File: src/rtl/tele_pkg.sv
// Shared definitions for the tele serial link: frame layout, field positions and receiver states.
package tele_pkg;

    localparam int TELE_FRAME_LEN = 16;
    localparam int TELE_ADDR_W    = 7;
    localparam int TELE_DATA_W    = 4;
    localparam logic [3:0] TELE_PREAMBLE = 4'b1010;

    // Positions inside a 16-bit frame word where bit 15 holds b0 (first on the line).
    localparam int TELE_PRE_MSB  = 15;
    localparam int TELE_PRE_LSB  = 12;
    localparam int TELE_ADDR_MSB = 11;
    localparam int TELE_ADDR_LSB = 5;
    localparam int TELE_DATA_MSB = 4;
    localparam int TELE_DATA_LSB = 1;

    typedef enum logic [1:0] {
        S_GAP  = 2'd0,
        S_IDLE = 2'd1,
        S_RUN  = 2'd2
    } tele_rx_state_e;

    function automatic logic tele_parity_ok(input logic [TELE_FRAME_LEN-1:0] frame);
        return ~(^frame);
    endfunction

endpackage

File: src/rtl/tele_sync.sv
// N-stage synchroniser for an asynchronous single-bit input; all stages reset to 0.
module tele_sync #(
    parameter int N = 2
) (
    input  logic clk,
    input  logic rst,
    input  logic d_i,
    output logic q_o
);

    logic [N-1:0] stage_q;

    always_ff @(posedge clk or posedge rst) begin
        if (rst) begin
            stage_q <= '0;
        end else begin
            stage_q[0] <= d_i;
            for (int i = 1; i < N; i++) begin
                stage_q[i] <= stage_q[i-1];
            end
        end
    end

    assign q_o = stage_q[N-1];

endmodule

File: src/rtl/tele_rx.sv
// Telemetry frame receiver: gap-armed start detection, 16-bit capture, preamble/parity check.
// Result pulses appear SYNC_STAGES+1 cycles after the parity bit is on the line.
import tele_pkg::*;

module tele_rx #(
    parameter int SYNC_STAGES = 2,
    parameter int GAP_MIN     = 8
) (
    input  logic                   clk,
    input  logic                   rst,
    input  logic                   i_rx,
    output logic                   o_rx_flag,
    output logic [TELE_ADDR_W-1:0] o_rx_addr,
    output logic [TELE_DATA_W-1:0] o_rx_data,
    output logic                   o_rx_err,
    output logic                   o_err_pre,
    output logic                   o_err_par,
    output logic [15:0]            o_frame_cnt,
    output logic [7:0]             o_err_cnt,
    output logic                   o_busy
);

    localparam logic [8:0] GAP_LIM = 9'(GAP_MIN);

    logic s_rx;

    tele_sync #(.N(SYNC_STAGES)) u_sync (
        .clk (clk),
        .rst (rst),
        .d_i (i_rx),
        .q_o (s_rx)
    );

    tele_rx_state_e               state_q;
    logic [7:0]                   gap_q;
    logic [3:0]                   bit_q;
    logic [TELE_FRAME_LEN-2:0]    shreg_q;
    logic                         rx_flag_q, rx_err_q, err_pre_q, err_par_q;
    logic [TELE_ADDR_W-1:0]       rx_addr_q;
    logic [TELE_DATA_W-1:0]       rx_data_q;
    logic [15:0]                  frame_cnt_q;
    logic [7:0]                   err_cnt_q;

    // Full frame as seen on the edge that captures b15: the 15 stored bits plus the live sample.
    logic [TELE_FRAME_LEN-1:0] frame;
    logic [8:0]                gap_nxt;
    logic                      pre_ok, par_ok;

    assign frame   = {shreg_q, s_rx};
    assign gap_nxt = {1'b0, gap_q} + 9'd1;
    assign pre_ok  = (frame[TELE_PRE_MSB:TELE_PRE_LSB] == TELE_PREAMBLE);
    assign par_ok  = tele_parity_ok(frame);

    always_ff @(posedge clk or posedge rst) begin
        if (rst) begin
            state_q   <= S_GAP;
            gap_q     <= '0;
            bit_q     <= '0;
            shreg_q   <= '0;
            rx_flag_q <= 1'b0;
            rx_err_q  <= 1'b0;
            err_pre_q <= 1'b0;
            err_par_q <= 1'b0;
            rx_addr_q <= '0;
            rx_data_q <= '0;
        end else begin
            rx_flag_q <= 1'b0;
            rx_err_q  <= 1'b0;
            err_pre_q <= 1'b0;
            err_par_q <= 1'b0;
            rx_addr_q <= '0;
            rx_data_q <= '0;
            case (state_q)
                S_GAP: begin
                    if (s_rx) begin
                        gap_q <= '0;
                    end else if (gap_nxt >= GAP_LIM) begin
                        gap_q   <= '0;
                        state_q <= S_IDLE;
                    end else begin
                        gap_q <= gap_nxt[7:0];
                    end
                end
                S_IDLE: begin
                    if (s_rx) begin
                        shreg_q <= {{(TELE_FRAME_LEN-2){1'b0}}, s_rx};
                        bit_q   <= 4'd1;
                        state_q <= S_RUN;
                    end
                end
                S_RUN: begin
                    shreg_q <= frame[TELE_FRAME_LEN-2:0];
                    bit_q   <= bit_q + 4'd1;
                    if (bit_q == 4'd15) begin
                        state_q <= S_GAP;
                        gap_q   <= '0;
                        bit_q   <= '0;
                        if (pre_ok && par_ok) begin
                            rx_flag_q <= 1'b1;
                            rx_addr_q <= frame[TELE_ADDR_MSB:TELE_ADDR_LSB];
                            rx_data_q <= frame[TELE_DATA_MSB:TELE_DATA_LSB];
                        end else begin
                            rx_err_q  <= 1'b1;
                            err_pre_q <= ~pre_ok;
                            err_par_q <= ~par_ok;
                        end
                    end
                end
                default: state_q <= S_GAP;
            endcase
        end
    end

    always_ff @(posedge clk or posedge rst) begin
        if (rst) begin
            frame_cnt_q <= '0;
            err_cnt_q   <= '0;
        end else begin
            if (rx_flag_q) begin
                frame_cnt_q <= frame_cnt_q + 16'd1;
            end
            if (rx_err_q && (err_cnt_q != 8'hFF)) begin
                err_cnt_q <= err_cnt_q + 8'd1;
            end
        end
    end

    assign o_rx_flag   = rx_flag_q;
    assign o_rx_addr   = rx_addr_q;
    assign o_rx_data   = rx_data_q;
    assign o_rx_err    = rx_err_q;
    assign o_err_pre   = err_pre_q;
    assign o_err_par   = err_par_q;
    assign o_frame_cnt = frame_cnt_q;
    assign o_err_cnt   = err_cnt_q;
    assign o_busy      = (state_q == S_RUN);

endmodule

File: config.mk
export PLATFORM = sky130hd
export DESIGN_NAME = tele_rx
export DESIGN_NICKNAME = d
export VERILOG_FILES = /design/src/rtl/tele_pkg.sv /design/src/rtl/tele_sync.sv /design/src/rtl/tele_rx.sv
export SDC_FILE = /design/constraint.sdc
export NUM_CORES = 1
export LEC_CHECK = 0
export BUFFER_PORTS_ARGS = -buffer_cell sky130_fd_sc_hd__buf_2
export CAP_MARGIN = 10
export CORE_ASPECT_RATIO = 1.2
export CORE_MARGIN = 2
export CORE_UTILIZATION = 60
export DETAILED_ROUTE_END_ITERATION = 12
export GPL_TIMING_DRIVEN = 0
export HOLD_SLACK_MARGIN = 0.15
export PLACE_DENSITY = 0.8
export SYNTH_ARGS = -nofsm -noshare
export SYNTH_HDL_FRONTEND = slang
export SYNTH_SLANG_ARGS = --single-unit
File: constraint.sdc
create_clock -name clk -period 5.8 [get_ports clk]
set_input_delay 0.29 -clock clk [delete_from_list [all_inputs] [get_ports clk]]
set_output_delay 0.29 -clock clk [all_outputs]
set_load 0.02 [all_outputs]
==> results of run 1 <==
## kinds of logic (layout without fill, tap and decap cells)
kind of cell    count (synthesis)  count (layout)
compound gates                 42              42
xor+xnor                       28              28
fa+ha+maj                       7               7
buf+inv                        20              77
flops                          70              70
mux                             4               4
simple gates                   87              87
## area by class of cell
class,count,area share
sequential,70,0.505
multi-input combinational,168,0.327
timing repair buffer,44,0.0663
clock buffer,12,0.0476
tap,60,0.0216
inverter,13,0.0148
buffer,7,0.00973
clock inverter,1,0.00865
## sequential cells by signal, indices dropped and copies added, names as in the netlist
| signal | cells |
|---|---|
| o_frame_cnt | 16 |
| shreg_q | 15 |
| gap_q | 8 |
| o_err_cnt | 8 |
| o_rx_addr | 7 |
| bit_q | 4 |
| o_rx_data | 4 |
| state_q | 2 |
| u_sync.stage_q | 2 |
| o_err_par | 1 |
| o_err_pre | 1 |
| o_rx_err | 1 |
| o_rx_flag | 1 |
## metrics by stage
| stage | worst slack, ns | util | cell area, um2 |
|---|---|---|---|
| after floorplan | 3.74 | - | 2970 |
| after global routing | 3.53 | 0.718 | 3470 |
| after CTS | 3.70 | 0.718 | 3470 |
| after detailed placement | 3.75 | 0.674 | 3260 |
| after global placement | 2.97 | 0.673 | 3250 |
| final | 3.68 | 0.718 | 3470 |
## cell usage in the layout (no fill, tap or decap), drive strengths merged
master,count
a31oi,1
nand4,4
o211ai,2
a22o,9
xnor3,2
buf,44
clkbuf,17
a41oi,1
xnor2,20
dlygate4sd3,2
nor4,5
a311oi,1
nand3,11
and3,5
a21oi,8
a21o,1
mux2i,2
a211oi,1
and4,5
o21a,2
mux2,2
xor2,6
nor3,8
nand2,26
a21boi,1
and2,1
or2,1
nor2b,9
ha,7
nand2b,2
bufinv,1
nor2,10
inv,13
o21ai,15
dfrtp,70
## power breakdown
part           internal [W]  leakage [nW]  total [W]  switching (W)
clock network      0.000227         0.100   0.000394       0.000167
registers          0.000520         0.964   0.000558      0.0000382
logic             0.0000954         0.698   0.000249       0.000153
## layer usage
| metal | wire length (um) | track usage | up-vias | share of wire |
|---|---|---|---|---|
| met4 | 112 | 0.110 | 0 | 0.020 |
| met3 | 274 | 0.0582 | 9 | 0.049 |
| met2 | 2800 | 0.362 | 56 | 0.50 |
| li1 | - | - | 995 | - |
| met5 | 0 | 0 | - | 0 |
| met1 | 2420 | 0.291 | 1029 | 0.43 |
## worst max path at each step
stage	from	to	slack, ns
after floorplan	rst	bit_q[0]	3.74
after global routing	state_q[0]	shreg_q[1]	3.53
after detailed placement	shreg_q[11]	o_rx_addr[3]	3.75
final	state_q[0]	o_busy	3.68
after CTS	state_q[0]	o_busy	3.70
after global placement	rst	o_rx_data[1]	2.97
==> qor.yml, run 1 <==
synthesis:
  synth_fa_ha_area_frac: 0.0295
  synth_top_family_by_area: "simple AND/OR/NAND/NOR gates"
  synth_compound_area_frac: 0.0914
  ys_seq_elements: 70
  syn_area_um2: 2970
  yosys_warnings: 0
  netlist_top_cells_count: "dfrtp_1, nand2_1, xnor2_1"
  ys_async_sr_fraction: 1.00
  synth_mux_area_frac: 0.0143
  synth-simple-area-share: 0.155
  syn_area_per_cell_um2: 11.5
  synth_edf_count: 0
  synth.most_common_cell: "dfrtp_1"
  synth.largest_area_cell: "dfrtp_1"
  synth_ff_type: "dfrtp_1"
  yosysUniqueCellTypes: 37
  synth.area.top_cells: "dfrtp_1, xnor2_1, nand2_1"
  synth.net_count: 268
  yosysSeqAreaShare: 0.590
  yosysTopAreaCellShare: 0.590
  postSynthCellCount: 258
  synthXorXnorAreaFrac: 0.0923
timing:
  tns_ns: 0
  hold_viol: 0
  setup_violations: 0
  grt_setup_unrepaired: "no"
  slew_viol_final: 0
  tightest_slew_ns: 0.825
  period_share: 0.366
  clock.fmax_mhz: 471
  relSlewSlack: 0.450
  skew_ns: 0.00435
  whs_ns: 0.350
  min_period_ns: 2.12
clock_tree:
  numCtsBuffers: 9
  clk_path_buf_depth: 2
  holdBufCountCts: 2
  clkSinkCount: 70
  htree_levels: 3
  cts_tree: "built"
  clkLatencyLatePin_ns: 0.35
  postCtsResizedCells: 0
  postCtsSetupBuffers: 0
  clkTransAtPathRegs_ns: 0.06
  cts_root_buf: "clkbuf_8"
finish:
  num_antenna_cells: 0
  layout-drive-gt1-share: 0.203
  regArea_um2: 1750
  final_nets: 323
  area_growth_syn_to_layout_pct: 16.9
  fill_cells: 355
  multi_input_area_um2: 1130
  stdcell_count: 375
min_path:
  hold_end: "u_sync.stage_q[1]"
  hp-start: "u_sync.stage_q[0]"
  hold_depth: 0
  hold_class: "reg -> reg"
route:
  first_iter_violations: 136
  dr.pass1.iters: 4
  routedWlPerCell_um: 15.0
  final_antenna_net_count: 0
  wl_um: 5620
  vias: 2089
  drc_errors: 0
  vias_per_cell: 5.57
global_routing:
  grt_max_degree: 71
  overflow: 0
  grt_pass1_vias: 1985
  grt_first_pass_wirelength_um: 9180
  antenna_found_initial: 0
  grt_usage: 0.229
critical_path:
  max_stage_delay_ns: 0.43
  rr_worst_depth: 7
  path_delay_family: "buffers and inverters"
  end_kind: "primary output"
  crit_cells: 4
  slowest_stage: "dfrtp_1"
  r2r_start: "shreg_q[11]"
  required_ns: 5.51
  worstSetupStartpointType: "flip-flop"
  crit_buf_inv: 3
  r2r_slack_ns: 3.71
  worstSetupPathType: "reg -> out"
  r2r-end: "o_rx_addr[3]"
  path_cells: "nand2b_1 > inv_1 > buf_1 > buf_2"
  cp.arrival_ns: 1.83
  crit_fanout: 10
floorplan:
  initial_core_util: 0.614
  pin_count: 43
  core-area_um2: 4830
  row_count: 28
  die_h_um: 81.1
  dieArea_um2: 5530
  die_w_um: 68.2
pwr:
  power_w: 0.00120
  p_per_area_nw_per_um2: 346
  power_leakage_nw: 1.76
  ir_drop_v: 0.000218
place:
  routabilityCongestion: 0.777
  dp.cells: 360
  hpwl_um: 3670
  io_buffers: 42
run:
  drv_cap: 0
outcome:
  status: "finished, final reports clean"
Power figures use the tool's default switching activity.
==> run 2: changes to the inputs <==
- CORE_UTILIZATION: 60 -> 56
- PLACE_DENSITY: 0.8 -> 0.75
- clock period: 5.8 -> 2.1 ns (I/O delays scaled with it)
==> qor.yml, run 2 (synthesis results as in run 1) <==
outcome:
  status: "finished, final reports clean"
timing:
  relSlewSlack: 0.459
  slew_viol_final: 0
  period_share: 0.937
  tns_ns: 0
  setup_violations: 0
  hold_viol: 0
  whs_ns: 0.360
  skew_ns: 0.00655
  min_period_ns: 1.97
  clock.fmax_mhz: 508
  tightest_slew_ns: 0.812
finish:
  layout_commonest_cell: "dfrtp_1"
  design_area_um2: 3510
  largest_reg_flops: 16
  layout-drive-gt1-share: 0.226
  area_growth_syn_to_layout_pct: 18.4
  stdcell_count: 381
  layout_common_cells: "dfrtp_1, buf_2, nand2_1"
  regArea_um2: 1750
  num_antenna_cells: 0
  fill_cells: 393
  final_nets: 325
  multi_input_area_um2: 1160
route:
  vias: 2098
  final_antenna_net_count: 0
  dr.pass1.iters: 4
  wl_met3_um: 237
  wl_met2_um: 2670
  first_iter_violations: 105
  top_layer_used: "met4"
  routedWlPerCell_um: 14.0
  drc_errors: 0
  vias_per_cell: 5.51
  wl_um: 5330
  wl_met1_um: 2340
clock_tree:
  clkSinkCount: 70
  numCtsBuffers: 9
  clk_path_buf_depth: 2
  cts_root_buf: "clkbuf_8"
  cts_tree: "built"
  clkLatencyLatePin_ns: 0.34
  clkTransAtPathRegs_ns: 0.07
  htree_levels: 3
floorplan:
  row_count: 29
  die_w_um: 70.5
  dieArea_um2: 5900
  pin_count: 43
  die_h_um: 83.8
  core-area_um2: 5190
  initial_core_util: 0.572
global_routing:
  grt_pass1_vias: 2115
  antenna_found_initial: 0
  overflow: 0
  grt_usage: 0.196
  grt_max_degree: 71
  grt_first_pass_wirelength_um: 9130
critical_path:
  required_ns: 2.35
  cp.arrival_ns: 2.22
  worstSetupPathType: "reg -> reg"
  r2r-end: "o_rx_addr[3]"
  rr_worst_depth: 7
  end_kind: "flip-flop"
  crit_fanout: 6
  worstSetupStartpointType: "flip-flop"
  r2r_slack_ns: 0.13
  r2r_start: "shreg_q[13]"
pwr:
  power_leakage_nw: 1.77
  ir_drop_v: 0.000803
  swShare: 0.304
  combPwrFrac: 0.238
  p_per_area_nw_per_um2: 966
  clock_power_share: 0.310
  p_int_w: 0.00237
  seqPwrFrac: 0.452
  switchingPower_w: 0.00103
  power_w: 0.00340
min_path:
  hold_class: "reg -> reg"
  hp-start: "u_sync.stage_q[0]"
  hold_depth: 0
  hold_end: "u_sync.stage_q[1]"
run:
  drv_cap: 0
place:
  io_buffers: 42
  dp.cells: 362
  routabilityCongestion: 0.797
  place_area_um2: 3260
  hpwl_um: 3590
run 2: changes by cell type in the layout (fill, tap and decap cells not counted), sizes merged:
cell / before / now
clkinv: 0 / 2
buf: 44 / 46
clkinvlp: 0 / 1
clkbuf: 17 / 16
run 2: power groups by stage:
stage          Combinational, W  Clock, W  Sequential, W
2_1_floorplan          0.000538         0        0.00153
3_3_place_gp           0.000650         0        0.00155
3_5_place_dp           0.000668         0        0.00156
4_1_cts                0.000714   0.00107        0.00153
5_1_grt                0.000905   0.00112        0.00155
6_report               0.000809   0.00105        0.00154
run 2: cell type report:
type                    instances  area share
flip-flops and latches         70       0.498
multi-input cells             168       0.331
repair buffers                 46      0.0708
clock buffers                  11      0.0402
well taps                      62      0.0221
inverters                      13      0.0146
clock inverters                 4      0.0135
plain buffers                   7     0.00961
run 2: layer usage:
metal  track usage  vias to the layer above
li1              -                     1004
met1         0.246                     1037
met2         0.325                       50
met3        0.0326                        7
met4        0.0962                        0
met5             0                        -
run 2: repair_timing:
item,in CTS,in global routing
setup endpoints to repair,1,21
resized for setup,0,8
hold endpoints to repair,71,0
buffers inserted,0,1
cloned,0,1
hold buffers,2,0
pin swaps,1,1
run 2: worst max path at each step:
| stage | to | from | slack, ns | depth (start not counted) |
|---|---|---|---|---|
| after floorplan | o_rx_addr[3] | shreg_q[11] | 0.17 | 7 |
| after global placement | o_rx_data[1] | rst | -0.54 | 2 |
| after CTS | o_rx_addr[3] | shreg_q[13] | 0.05 | 7 |
| after global routing | o_rx_addr[3] | shreg_q[13] | -0.007 | 7 |
| after detailed placement | o_rx_addr[3] | shreg_q[11] | 0.03 | 7 |
| final | o_rx_addr[3] | shreg_q[13] | 0.13 | 7 |
run 2: through the flow:
stage | setup WS, ns | util
after global placement | -0.544 | 0.628
final | 0.132 | 0.677
after global routing | -0.00696 | 0.677
after detailed placement | 0.0253 | 0.628
after CTS | 0.0495 | 0.668
after floorplan | 0.170 | -
run 2: worst max-delay path, cell delays in order (launching register included):
cell and delay (ns):
dfrtp_1 0.40, inv_2 0.09, ha_4 0.20, xnor2_1 0.17, xnor2_1 0.17, xnor3_2 0.45, buf_6 0.17, nor4_4 0.23
==> run 3: changes to the inputs <==
- PLACE_DENSITY: 0.75 -> unset
- PLACE_DENSITY_LB_ADDON: unset -> 0.12
- SLEW_MARGIN: unset -> 10
==> qor.yml, run 3 (synthesis results as in run 1) <==
outcome:
  status: "finished, final reports clean"
clock_tree:
  clkTransAtPathRegs_ns: 0.07
  htree_levels: 3
  numCtsBuffers: 9
  cts_tree: "built"
  clkSinkCount: 70
  clk_path_buf_depth: 2
  clkLatencyLatePin_ns: 0.34
  cts_root_buf: "clkbuf_8"
  postCtsSetupBuffers: 0
pwr:
  ir_drop_v: 0.000824
  power_leakage_nw: 1.76
  p_per_area_nw_per_um2: 924
timing:
  whs_ns: 0.293
  period_share: 0.943
  min_period_ns: 1.98
  grt_setup_unrepaired: "no"
  skew_ns: 0.00818
  relSlewSlack: 0.648
  tightest_slew_ns: 0.526
  setup_violations: 0
  clock.fmax_mhz: 505
  hold_viol: 0
  slew_viol_final: 0
  fin_ws_ns: 0.119
global_routing:
  antenna_found_initial: 0
  overflow: 0
  grt_usage: 0.202
  grt_max_degree: 43
  grt_pass1_vias: 2007
  grt_first_pass_wirelength_um: 9130
critical_path:
  worstSetupStartpointType: "flip-flop"
  r2r-end: "o_rx_addr[3]"
  r2r_start: "shreg_q[13]"
  r2r_slack_ns: 0.12
  rr_worst_depth: 7
  worstSetupPathType: "reg -> out"
  cp.arrival_ns: 1.88
  required_ns: 2.00
  crit_fanout: 10
  end_kind: "primary output"
route:
  routedWlPerCell_um: 13.8
  vias: 2063
  drc_errors: 0
  wl_um: 5240
  dr.pass1.iters: 4
  first_iter_violations: 136
  final_antenna_net_count: 0
  vias_per_cell: 5.43
place:
  post-place-ws_ns: 0.0209
  dp.cells: 363
  hpwl_um: 3630
  io_buffers: 42
  routabilityCongestion: 0.779
finish:
  layout-drive-gt1-share: 0.211
  fill_cells: 406
  layout_common_cells: "dfrtp_1, buf_2, nand2_1"
  regArea_um2: 1750
  area_growth_syn_to_layout_pct: 17.2
  num_antenna_cells: 0
  multi_input_area_um2: 1140
  stdcell_count: 380
  layout_commonest_cell: "dfrtp_1"
  largest_reg_flops: 16
  final_nets: 324
floorplan:
  core-area_um2: 5190
  die_h_um: 83.8
  pin_count: 43
  die_w_um: 70.5
  row_count: 29
  dieArea_um2: 5900
  initial_core_util: 0.572
run:
  drv_cap: 0
min_path:
  hold_class: "in -> async"
[run 3: repair_timing]
action	4_1_cts	5_1_grt
hold buffers	2	0
gates resized for setup	1	0
pin swaps	0	2
endpoints found under the setup margin	9	11
hold endpoints to repair	71	0
[run 3: area by class of cell]
class                           instances  share of cell area
Clock buffer                           12              0.0446
Buffer                                  7             0.00971
Sequential cell                        70               0.504
Clock inverter                          3             0.00576
Tap cell                               62              0.0223
Timing Repair Buffer                   45              0.0719
Multi-Input combinational cell        168               0.327
Inverter                               13              0.0147
[run 3: critical path, stage by stage (launching register included)]
cell      delay, ns
dfrtp_1        0.45
nand2b_1       0.21
inv_1          0.21
buf_1          0.41
buf_2          0.25
[run 3: how the worst max path moves through the flow]
stage	start	endpoint	slack, ns
finish	state_q[0]	o_busy	0.12
global route	state_q[0]	o_busy	0.001
CTS	shreg_q[11]	o_rx_addr[3]	0.006
detailed placement	state_q[0]	shreg_q[11]	0.02
global placement	rst	o_err_cnt[6]	-0.59
floorplan	shreg_q[11]	o_rx_addr[3]	0.17
[run 3: power breakdown]
| group | switching (W) | internal (W) | total (W) |
|---|---|---|---|
| Sequential | 0.0000994 | 0.00144 | 0.00153 |
| Clock | 0.000478 | 0.000485 | 0.000963 |
| Combinational | 0.000410 | 0.000305 | 0.000715 |
[run 3: metal layers]
layer,part of all wire,wire [um],track usage
met2,0.48,2500,0.304
met3,0.042,222,0.0411
met5,0,0,0
met4,0.031,161,0.131
met1,0.45,2360,0.266
[run 3: metrics by stage]
step | utilization | cell area (um2) | total power [W] | TNS (ns)
5_1_grt | 0.670 | 3480 | 0.00340 | 0
6_report | 0.670 | 3480 | 0.00321 | 0
4_1_cts | 0.670 | 3480 | 0.00321 | 0
3_3_place_gp | 0.628 | 3260 | 0.00221 | -40.75
2_1_floorplan | - | 2970 | 0.00207 | 0
3_5_place_dp | 0.632 | 3280 | 0.00224 | 0
